===== config.mk =====
export PLATFORM = sky130hd
export DESIGN_NAME = sum_window_monitor
export DESIGN_NICKNAME = d
export VERILOG_FILES = /design/src/rtl/sum_monitor_pkg.sv /design/src/rtl/sum_minmax_tracker.sv /design/src/rtl/sum_window_monitor.sv
export SDC_FILE = /design/constraint.sdc
export NUM_CORES = 1
export LEC_CHECK = 0
export BUFFER_PORTS_ARGS = -buffer_cell sky130_fd_sc_hd__buf_4
export CORE_MARGIN = 1
export CORE_UTILIZATION = 35
export DETAILED_ROUTE_END_ITERATION = 8
export SETUP_SLACK_MARGIN = 0.02
export SYNTH_ARGS = -nofsm -noshare
export SYNTH_HDL_FRONTEND = slang
export SYNTH_SLANG_ARGS = --single-unit
export TNS_END_PERCENT = 5

===== constraint.sdc =====
create_clock -name clk -period 2.5 [get_ports clk]
set_clock_uncertainty 0.2 [all_clocks]
set_input_delay 0.125 -clock clk [delete_from_list [all_inputs] [get_ports clk]]
set_output_delay 0.125 -clock clk [all_outputs]
set_load 0.1 [all_outputs]

===== src/rtl/sum_monitor_pkg.sv =====
// rtl/sum_monitor_pkg.sv - shared widths and state type for the sum window monitor
// Purpose: common constants for the 10-DUT summation chain and the monitor FSM state type.
// Ports: none (package).
package sum_monitor_pkg;

  localparam int OUTPUT_WIDTH = 8;
  localparam int NUM_DUTS     = 10;
  localparam int SUM_WIDTH    = OUTPUT_WIDTH + 4;

  typedef enum logic [1:0] {
    IDLE   = 2'd0,
    ACCUM  = 2'd1,
    REPORT = 2'd2
  } win_state_e;

endpackage


===== src/rtl/sum_minmax_tracker.sv =====
// rtl/sum_minmax_tracker.sv - running unsigned min/max of the samples in one window
// Purpose: keeps the smallest and largest accepted sample of the current window.
// Ports:
//   clk, rst        clock, asynchronous active-high reset
//   clear_i         window opened: trackers return to 0
//   first_i         current update is the first sample of the window (loads both trackers)
//   update_i        a sample is accepted this cycle
//   sample_i        accepted sample value
//   min_o, max_o    tracker state before this cycle's update
//   min_next_o,
//   max_next_o      tracker values including this cycle's sample
module sum_minmax_tracker #(
  parameter int WIDTH = 12
) (
  input  logic             clk,
  input  logic             rst,
  input  logic             clear_i,
  input  logic             first_i,
  input  logic             update_i,
  input  logic [WIDTH-1:0] sample_i,
  output logic [WIDTH-1:0] min_o,
  output logic [WIDTH-1:0] max_o,
  output logic [WIDTH-1:0] min_next_o,
  output logic [WIDTH-1:0] max_next_o
);

  logic [WIDTH-1:0] min_q, min_d;
  logic [WIDTH-1:0] max_q, max_d;

  // The first sample must overwrite both trackers regardless of their
  // cleared value, otherwise min would stick at 0.
  always_comb begin
    min_d = min_q;
    max_d = max_q;
    if (update_i) begin
      min_d = (first_i || (sample_i < min_q)) ? sample_i : min_q;
      max_d = (first_i || (sample_i > max_q)) ? sample_i : max_q;
    end
  end

  always_ff @(posedge clk or posedge rst) begin
    if (rst) begin
      min_q <= '0;
      max_q <= '0;
    end else if (clear_i) begin
      min_q <= '0;
      max_q <= '0;
    end else begin
      min_q <= min_d;
      max_q <= max_d;
    end
  end

  assign min_o      = min_q;
  assign max_o      = max_q;
  assign min_next_o = min_d;
  assign max_next_o = max_d;

endmodule


===== src/rtl/sum_window_monitor.sv =====
// rtl/sum_window_monitor.sv - windowed total/average of the summed DUT outputs
// Purpose: accepts WINDOW_LEN samples per window, reports total and truncated
//   average through a valid/ready result interface, counts completed windows.
// Optional: SUM_WINDOW_MINMAX_EN adds result_min/result_max ports and trackers.
// Ports:
//   clk, rst                    clock, asynchronous active-high reset
//   start                       open a window (IDLE, or REPORT with result handshake)
//   sample_valid/sample_ready   sample handshake; ready only while accumulating
//   sample                      summed DUT outputs
//   result_valid/result_ready   result handshake; valid while reporting
//   result_total, result_avg    window sum and sum >> log2(WINDOW_LEN)
//   busy                        accumulating or reporting
//   windows_done                completed result handshakes, wrapping
//   result_min, result_max      window extremes (SUM_WINDOW_MINMAX_EN only)
module sum_window_monitor #(
  parameter  int SUM_WIDTH  = sum_monitor_pkg::SUM_WIDTH,
  parameter  int WINDOW_LEN = 16,
  parameter  int CNT_WIDTH  = 16,
  localparam int ACC_WIDTH  = SUM_WIDTH + $clog2(WINDOW_LEN)
) (
  input  logic                 clk,
  input  logic                 rst,
  input  logic                 start,
  input  logic                 sample_valid,
  output logic                 sample_ready,
  input  logic [SUM_WIDTH-1:0] sample,
  output logic                 result_valid,
  input  logic                 result_ready,
  output logic [ACC_WIDTH-1:0] result_total,
  output logic [SUM_WIDTH-1:0] result_avg,
  output logic                 busy,
  output logic [CNT_WIDTH-1:0] windows_done
`ifdef SUM_WINDOW_MINMAX_EN
  ,
  output logic [SUM_WIDTH-1:0] result_min,
  output logic [SUM_WIDTH-1:0] result_max
`endif
);

  import sum_monitor_pkg::*;

  localparam int LOG2_WIN = $clog2(WINDOW_LEN);

  win_state_e           state_q, state_d;
  logic [ACC_WIDTH-1:0] acc_q, acc_d;
  logic [LOG2_WIN-1:0]  count_q, count_d;
  logic [ACC_WIDTH-1:0] total_q, total_d;
  logic [SUM_WIDTH-1:0] avg_q, avg_d;
  logic [CNT_WIDTH-1:0] done_q, done_d;

  logic                 sample_hs;
  logic                 last_sample;
  logic                 win_open;
  logic [ACC_WIDTH-1:0] acc_sum;

  assign sample_hs   = (state_q == ACCUM) && sample_valid;
  assign last_sample = (count_q == LOG2_WIN'(WINDOW_LEN - 1));
  // ACC_WIDTH holds WINDOW_LEN full-scale samples, so this add cannot overflow.
  assign acc_sum     = acc_q + ACC_WIDTH'(sample);

  always_comb begin
    state_d  = state_q;
    acc_d    = acc_q;
    count_d  = count_q;
    total_d  = total_q;
    avg_d    = avg_q;
    done_d   = done_q;
    win_open = 1'b0;
    case (state_q)
      IDLE: begin
        if (start) begin
          state_d  = ACCUM;
          acc_d    = '0;
          count_d  = '0;
          win_open = 1'b1;
        end
      end
      ACCUM: begin
        if (sample_hs) begin
          acc_d   = acc_sum;
          count_d = count_q + LOG2_WIN'(1);
          if (last_sample) begin
            total_d = acc_sum;
            // Upper slice is exactly SUM_WIDTH wide: the truncating divide.
            avg_d   = acc_sum[ACC_WIDTH-1:LOG2_WIN];
            state_d = REPORT;
          end
        end
      end
      REPORT: begin
        if (result_ready) begin
          done_d = done_q + CNT_WIDTH'(1);
          if (start) begin
            // Back-to-back window: skip IDLE so no sample cycle is lost.
            state_d  = ACCUM;
            acc_d    = '0;
            count_d  = '0;
            win_open = 1'b1;
          end else begin
            state_d = IDLE;
          end
        end
      end
      default: state_d = IDLE;
    endcase
  end

  always_ff @(posedge clk or posedge rst) begin
    if (rst) begin
      state_q <= IDLE;
      acc_q   <= '0;
      count_q <= '0;
      total_q <= '0;
      avg_q   <= '0;
      done_q  <= '0;
    end else begin
      state_q <= state_d;
      acc_q   <= acc_d;
      count_q <= count_d;
      total_q <= total_d;
      avg_q   <= avg_d;
      done_q  <= done_d;
    end
  end

  assign sample_ready = (state_q == ACCUM);
  assign result_valid = (state_q == REPORT);
  assign busy         = (state_q != IDLE);
  assign result_total = total_q;
  assign result_avg   = avg_q;
  assign windows_done = done_q;

`ifdef SUM_WINDOW_MINMAX_EN
  logic [SUM_WIDTH-1:0] trk_min, trk_max, trk_min_next, trk_max_next;
  logic [SUM_WIDTH-1:0] rmin_q, rmax_q;

  sum_minmax_tracker #(
    .WIDTH(SUM_WIDTH)
  ) u_minmax (
    .clk       (clk),
    .rst       (rst),
    .clear_i   (win_open),
    .first_i   (count_q == '0),
    .update_i  (sample_hs),
    .sample_i  (sample),
    .min_o     (trk_min),
    .max_o     (trk_max),
    .min_next_o(trk_min_next),
    .max_next_o(trk_max_next)
  );

  // Latch the values that already include the final sample of the window.
  always_ff @(posedge clk or posedge rst) begin
    if (rst) begin
      rmin_q <= '0;
      rmax_q <= '0;
    end else if (sample_hs && last_sample) begin
      rmin_q <= trk_min_next;
      rmax_q <= trk_max_next;
    end
  end

  logic unused_trk;
  assign unused_trk = ^{trk_min, trk_max};

  assign result_min = rmin_q;
  assign result_max = rmax_q;
`else
  logic unused_open;
  assign unused_open = win_open;
`endif

endmodule


**Word-level counts from Yosys, hierarchy flattened**

Index checks and enable logic that the tools add are counted.
Widths: inputs -> output; s select.

- Input port bits: 17
- Output and inout bits: 47
- Logic and storage cells: 38
- Flip-flop bits (word level): 66

- Reduce and logical (&&, ||, !) cells: 8
- Multiplexer cells: 14
- Equal/unequal tests: 7
- Add/subtract/negate cells: 3

Operators by type and width:

| operator | count |
|---|---|
| $mux 16 | 3 |
| $pmux 16 s3 | 1 |
| $add 16x1->16 const B | 1 |
| $add 16x12->16 | 1 |
| $mux 4 | 3 |
| $pmux 4 s3 | 1 |
| $mux 2 | 4 |
| $ne 2x1->1 const B | 3 |
| $pmux 2 s3 | 1 |
| $reduce_and 3->1 | 2 |
| $add 4x1->4 const B | 1 |
| $eq 4x4->1 const B | 1 |
| $reduce_and 4->1 | 1 |
| $reduce_bool 3->1 | 1 |
| $eq 2x1->1 const B | 1 |
| $eq 2x2->1 const B | 1 |
| $logic_not 2->1 | 1 |
| $ne 2x2->1 const B | 1 |
| $reduce_and 2->1 | 1 |
| $reduce_bool 2->1 | 1 |
| $logic_and 1x1->1 | 1 |
| $mux 1 | 1 |

**Logic depth before layout (Yosys ltp)**

- Depth after elaboration: 4
- Mapped depth: 8
- Gate-level depth less buffers: 8

**Worst setup path after synthesis**

No wires, ideal clock.

- Path kind: register to register
- Start: reg state_q[1]
- End: reg total_q[10], in the netlist result_total[10]
- Data arrival time: 2.964 ns
- Stages on the path, launching flop included: 7
- Library setup time: 0.126 ns
- Data required time: 2.174 ns
- Slack: -0.789 ns
- Clock period less this slack: 3.289 ns
- Buffers on the path: 2
- Cells stage by stage: dfrtp_1 -> nor2b_1 -> nand2_1 -> clkbuf_1 -> nor2_1 -> buf_2 -> mux2_2

- Longest elaborated chain between the ends: 3

Ends and longest elaborated chain:

| what | line | source |
|---|---|---|
| from (decl) | sum_window_monitor.sv:44 | `win_state_e state_q, state_d;` |
| from (signal assigned) | sum_window_monitor.sv:117 | `state_q <= state_d;` |
| $eq 2x1->1 (*) | -- |  |
| net sample_ready | sum_window_monitor.sv:25 | `output logic sample_ready,` |
| $logic_and 1x1->1 | sum_window_monitor.sv:56 | `assign sample_hs = (state_q == ACCUM) && sample_valid;` |
| $reduce_and 3->1 (no line) (*) | -- |  |
| to (signal assigned) | sum_window_monitor.sv:120 | `total_q <= total_d;` |
| to (decl) | sum_window_monitor.sv:47 | `logic [ACC_WIDTH-1:0] total_q, total_d;` |

The timed path passes the listed nets; every way through them passes the cells marked *.
A chain may end at the register's enable or synchronous reset.

**Worst setup path in the final report**

- Start: reg acc_q[0]
- End: reg total_q[14], in the netlist result_total[14]

- Longest elaborated chain between the ends: 1

Ends and longest elaborated chain:

| what | line | source |
|---|---|---|
| from (decl) | sum_window_monitor.sv:45 | `logic [ACC_WIDTH-1:0] acc_q, acc_d;` |
| from (signal assigned) | sum_window_monitor.sv:111 | `acc_q <= '0;` |
| from (signal assigned) | sum_window_monitor.sv:118 | `acc_q <= acc_d;` |
| $add 16x12->16 | sum_window_monitor.sv:59 | `assign acc_sum = acc_q + ACC_WIDTH'(sample);` |

No other way between the ends.

==> run_results.csv <==
group,metric,value,unit
timing,period_needed,2.47,ns
timing,slew_headroom,0.706,
drt,drtPass1Iterations,4,
cells_and_area,fillCellCount,775,
floorplanning,die_h,93.0,um
placed_design,place_area,3490,sq um
hold_path,hold_path_end,"result_total[1]",
worst_setup_path,r2r_end,"result_total[14]",
timing,finalSetupTns,0,ns
cells_and_area,fin_nets,381,
worst_setup_path,max_stage_delay,0.39,ns
hold_path,hp-class,"input pin to flip-flop",
placed_design,port_buffers,63,
synthesis,synth_nets,314,
synthesis,synth_edf_count,0,
timing,finalHoldViolations,0,
clock_network,cts_num_sinks,54,
hold_path,min_from,"sample[1]",
synthesis,async_flop_share,1.00,
timing,finalSetupViolations,0,
global_route,grt_pass1_wl,10300,um
synthesis,synth_top_area_cell,"dfrtp_1",
timing,fmax,405,MHz
clock_network,cts.clk_slew.worst_paths,0.12,ns
drt,antenna_left,0,
synthesis,synth_top_area_share,0.466,
floorplanning,dieArea,8650,sq um
outcome,status,"finished clean",
worst_setup_path,cp.arrival,2.48,ns
worst_setup_path,r2r-start,"acc_q[0]",
global_route,grt_max_degree,55,
synthesis,synth_cell_type_count,45,
hold_path,hold_depth,4,
timing,rsz0062_at_grt,"yes",
worst_setup_path,path_class,"flip-flop to flip-flop",
cells_and_area,fin_cells,452,
flow_run,drv_cap,0,
cells_and_area,drive_above_1_share,0.309,
synthesis,synth.avg_cell_area,10.3,sq um
drt,dr_total_vias,2209,
synthesis,postSynthCellCount,282,
worst_setup_path,reg2reg_slack,0.03,ns
drt,avgRoutedWirePerCell,13.8,um
placed_design,hpwlAfterDp,4460,um
clock_network,htree_levels,2,
synthesis,syn_area,2900,sq um
worst_setup_path,r2r_cells,8,
clock_network,clock_latency,0.33,ns
worst_setup_path,worstPathCellList,"ha_2, fa_2, a21o_2, a311oi_2, nor3_2, o311ai_4, xnor2_1, mux2_4",
cells_and_area,multiInputGateArea,1420,sq um
synthesis,synth_area_leaders,"dfrtp_1, ha_1, xnor2_1, nand2_1, o21ai_0",
global_route,grt_usage,0.153,
timing,maxSlewViolCount,0,
worst_setup_path,critPathBufInv,0,
timing,period_share,0.987,
clock_network,cts_tree,"yes",
global_route,grt_pass1_vias,2145,
worst_setup_path,cp_max_fo,3,
cells_and_area,diodes,0,
floorplanning,core-area,7850,sq um
global_route,grt-ovfl-total,0,
synthesis,ys.flop_type,"dfrtp_1",
clock_network,clockRootBuffer,"clkbuf_8",
timing,timing.hold.ws,0.0410,ns
floorplanning,start_util,0.369,
worst_setup_path,endpoint_kind,"flip-flop",
drt,drc_errors,0,
floorplanning,die_w,93.0,um
cells_and_area,final_cell_area,3660,sq um
drt,vias_per_cell,4.89,
floorplanning,rows,32,
drt,routed_wl,6250,um
cells_and_area,regArea,1350,sq um
global_route,antenna_found_initial,0,
synthesis,yosysWarnings,0,
timing,max_slew.worst_pin.slew,0.440,ns
worst_setup_path,cp_top_family,"compound AO/OA/AOI/OAI gates",
placed_design,routabilityCongestion,0.751,
worst_setup_path,critPathLaunchType,"flip-flop",
clock_network,clockBufferDepth,2,
placed_design,post-place-cells,438,
worst_setup_path,crit_slowest_cell,"dfrtp_1",
synthesis,synth_seq_cells,54,
floorplanning,io_pins,64,
cells_and_area,syn_to_final_growth,26.2,%
drt,drtIter0Drc,102,
clock_network,numCtsBuffers,5,
synthesis,seq_area_frac_synth,0.466,
worst_setup_path,cp.required,2.52,ns
-- how the worst max path moves through the flow --
stage,from,endpoint,slack (ns),depth (start not counted)
after global placement,acc_q[0],result_total[14],-0.10,8
after global routing,acc_q[0],result_total[14],-0.12,8
final,acc_q[0],result_total[14],0.03,8
after CTS,acc_q[0],result_total[14],0.007,8
after floorplan,acc_q[0],result_total[14],-0.04,8
after detailed placement,acc_q[0],result_total[14],-0.16,8
-- worst register-to-register path, delay by kind of cell (launching register included) --
| kind | cells | cell delay, ns |
|---|---|---|
| fa+ha+maj | 2 | 0.54 |
| simple gates | 1 | 0.11 |
| mux | 1 | 0.26 |
| xor+xnor | 1 | 0.11 |
| compound gates | 3 | 0.76 |
| flops | 1 | 0.39 |
-- cell usage in the layout (no fill, tap or decap), types with 3 or more instances in the layout --
cell           Yosys  routed
nor2_1            11      11
dlygate4sd3_1      0       5
nor2b_1            4       3
or2_2              4       4
xor2_1             9       9
o21ai_0           21      21
a21o_1             4       4
nand2_1           34      34
ha_1              14      13
nand4_1            6       6
clkbuf_8           0       5
mux2_2             6       6
a22o_1            10      10
and3_1             5       5
xnor2_1           17      17
nand3_1            9       9
inv_1              5       4
a21oi_1           12      10
buf_4             12      76
dfrtp_1           54      54
-- what timing repair did --
action                     in CTS  in global routing
hold endpoints to repair       62                  0
gates resized for setup         2                  4
setup endpoints to repair       7                 10
setup buffers                   1                  0
pin swaps                       5                  2
hold buffers                    5                  0
-- cell type report --
cell class | instances | share of cell area
Sequential cell | 54 | 0.369
Tap cell | 102 | 0.0349
Inverter | 5 | 0.00513
Clock buffer | 5 | 0.0188
Multi-Input combinational cell | 201 | 0.389
Timing Repair Buffer | 82 | 0.175
Clock inverter | 3 | 0.00718
-- cell usage after synthesis, types with 8 or more instances --
library cell   n
nand2_1       34
a21oi_1       12
a22o_1        10
xnor2_1       17
nor2_1        11
ha_1          14
nand3_1        9
dfrtp_1       54
o21ai_0       21
buf_4         12
xor2_1         9
clkbuf_1       8
-- sequential cells by signal, summed over array words and instances (netlist names) --
name / flops
windows_done: 16
result_avg: 1
acc_q: 16
count_q: 4
state_q: 2
result_total: 15
-- layer usage --
metal | wire length, um | vias to the layer above | GRT usage
li1 | - | 1118 | -
met5 | 0 | - | 0
met2 | 2930 | 39 | 0.241
met4 | 85 | 0 | 0.0551
met1 | 2990 | 1045 | 0.208
met3 | 248 | 7 | 0.0309
-- cells by family after synthesis --
group                    after synthesis  share of synthesized area
AND/OR/NAND/NOR                       90                      0.157
AO/OA/AOI/OAI                         61                      0.144
flip-flops                            54                      0.466
buffers and inverters                 27                     0.0514
XOR/XNOR                              26                     0.0786
adder cells (fa/ha/maj)               15                     0.0674
multiplexers                           9                     0.0354
-- stage by stage --
| step | setup WS [ns] | utilization |
|---|---|---|
| final | 0.0320 | 0.466 |
| after global routing | -0.115 | 0.466 |
| after CTS | 0.00702 | 0.464 |
| after detailed placement | -0.163 | 0.444 |
| after global placement | -0.104 | 0.444 |
| after floorplan | -0.0432 | - |
Power is not shown: default switching activity piles up to over one toggle a cycle in this logic, so the estimate is an artifact.
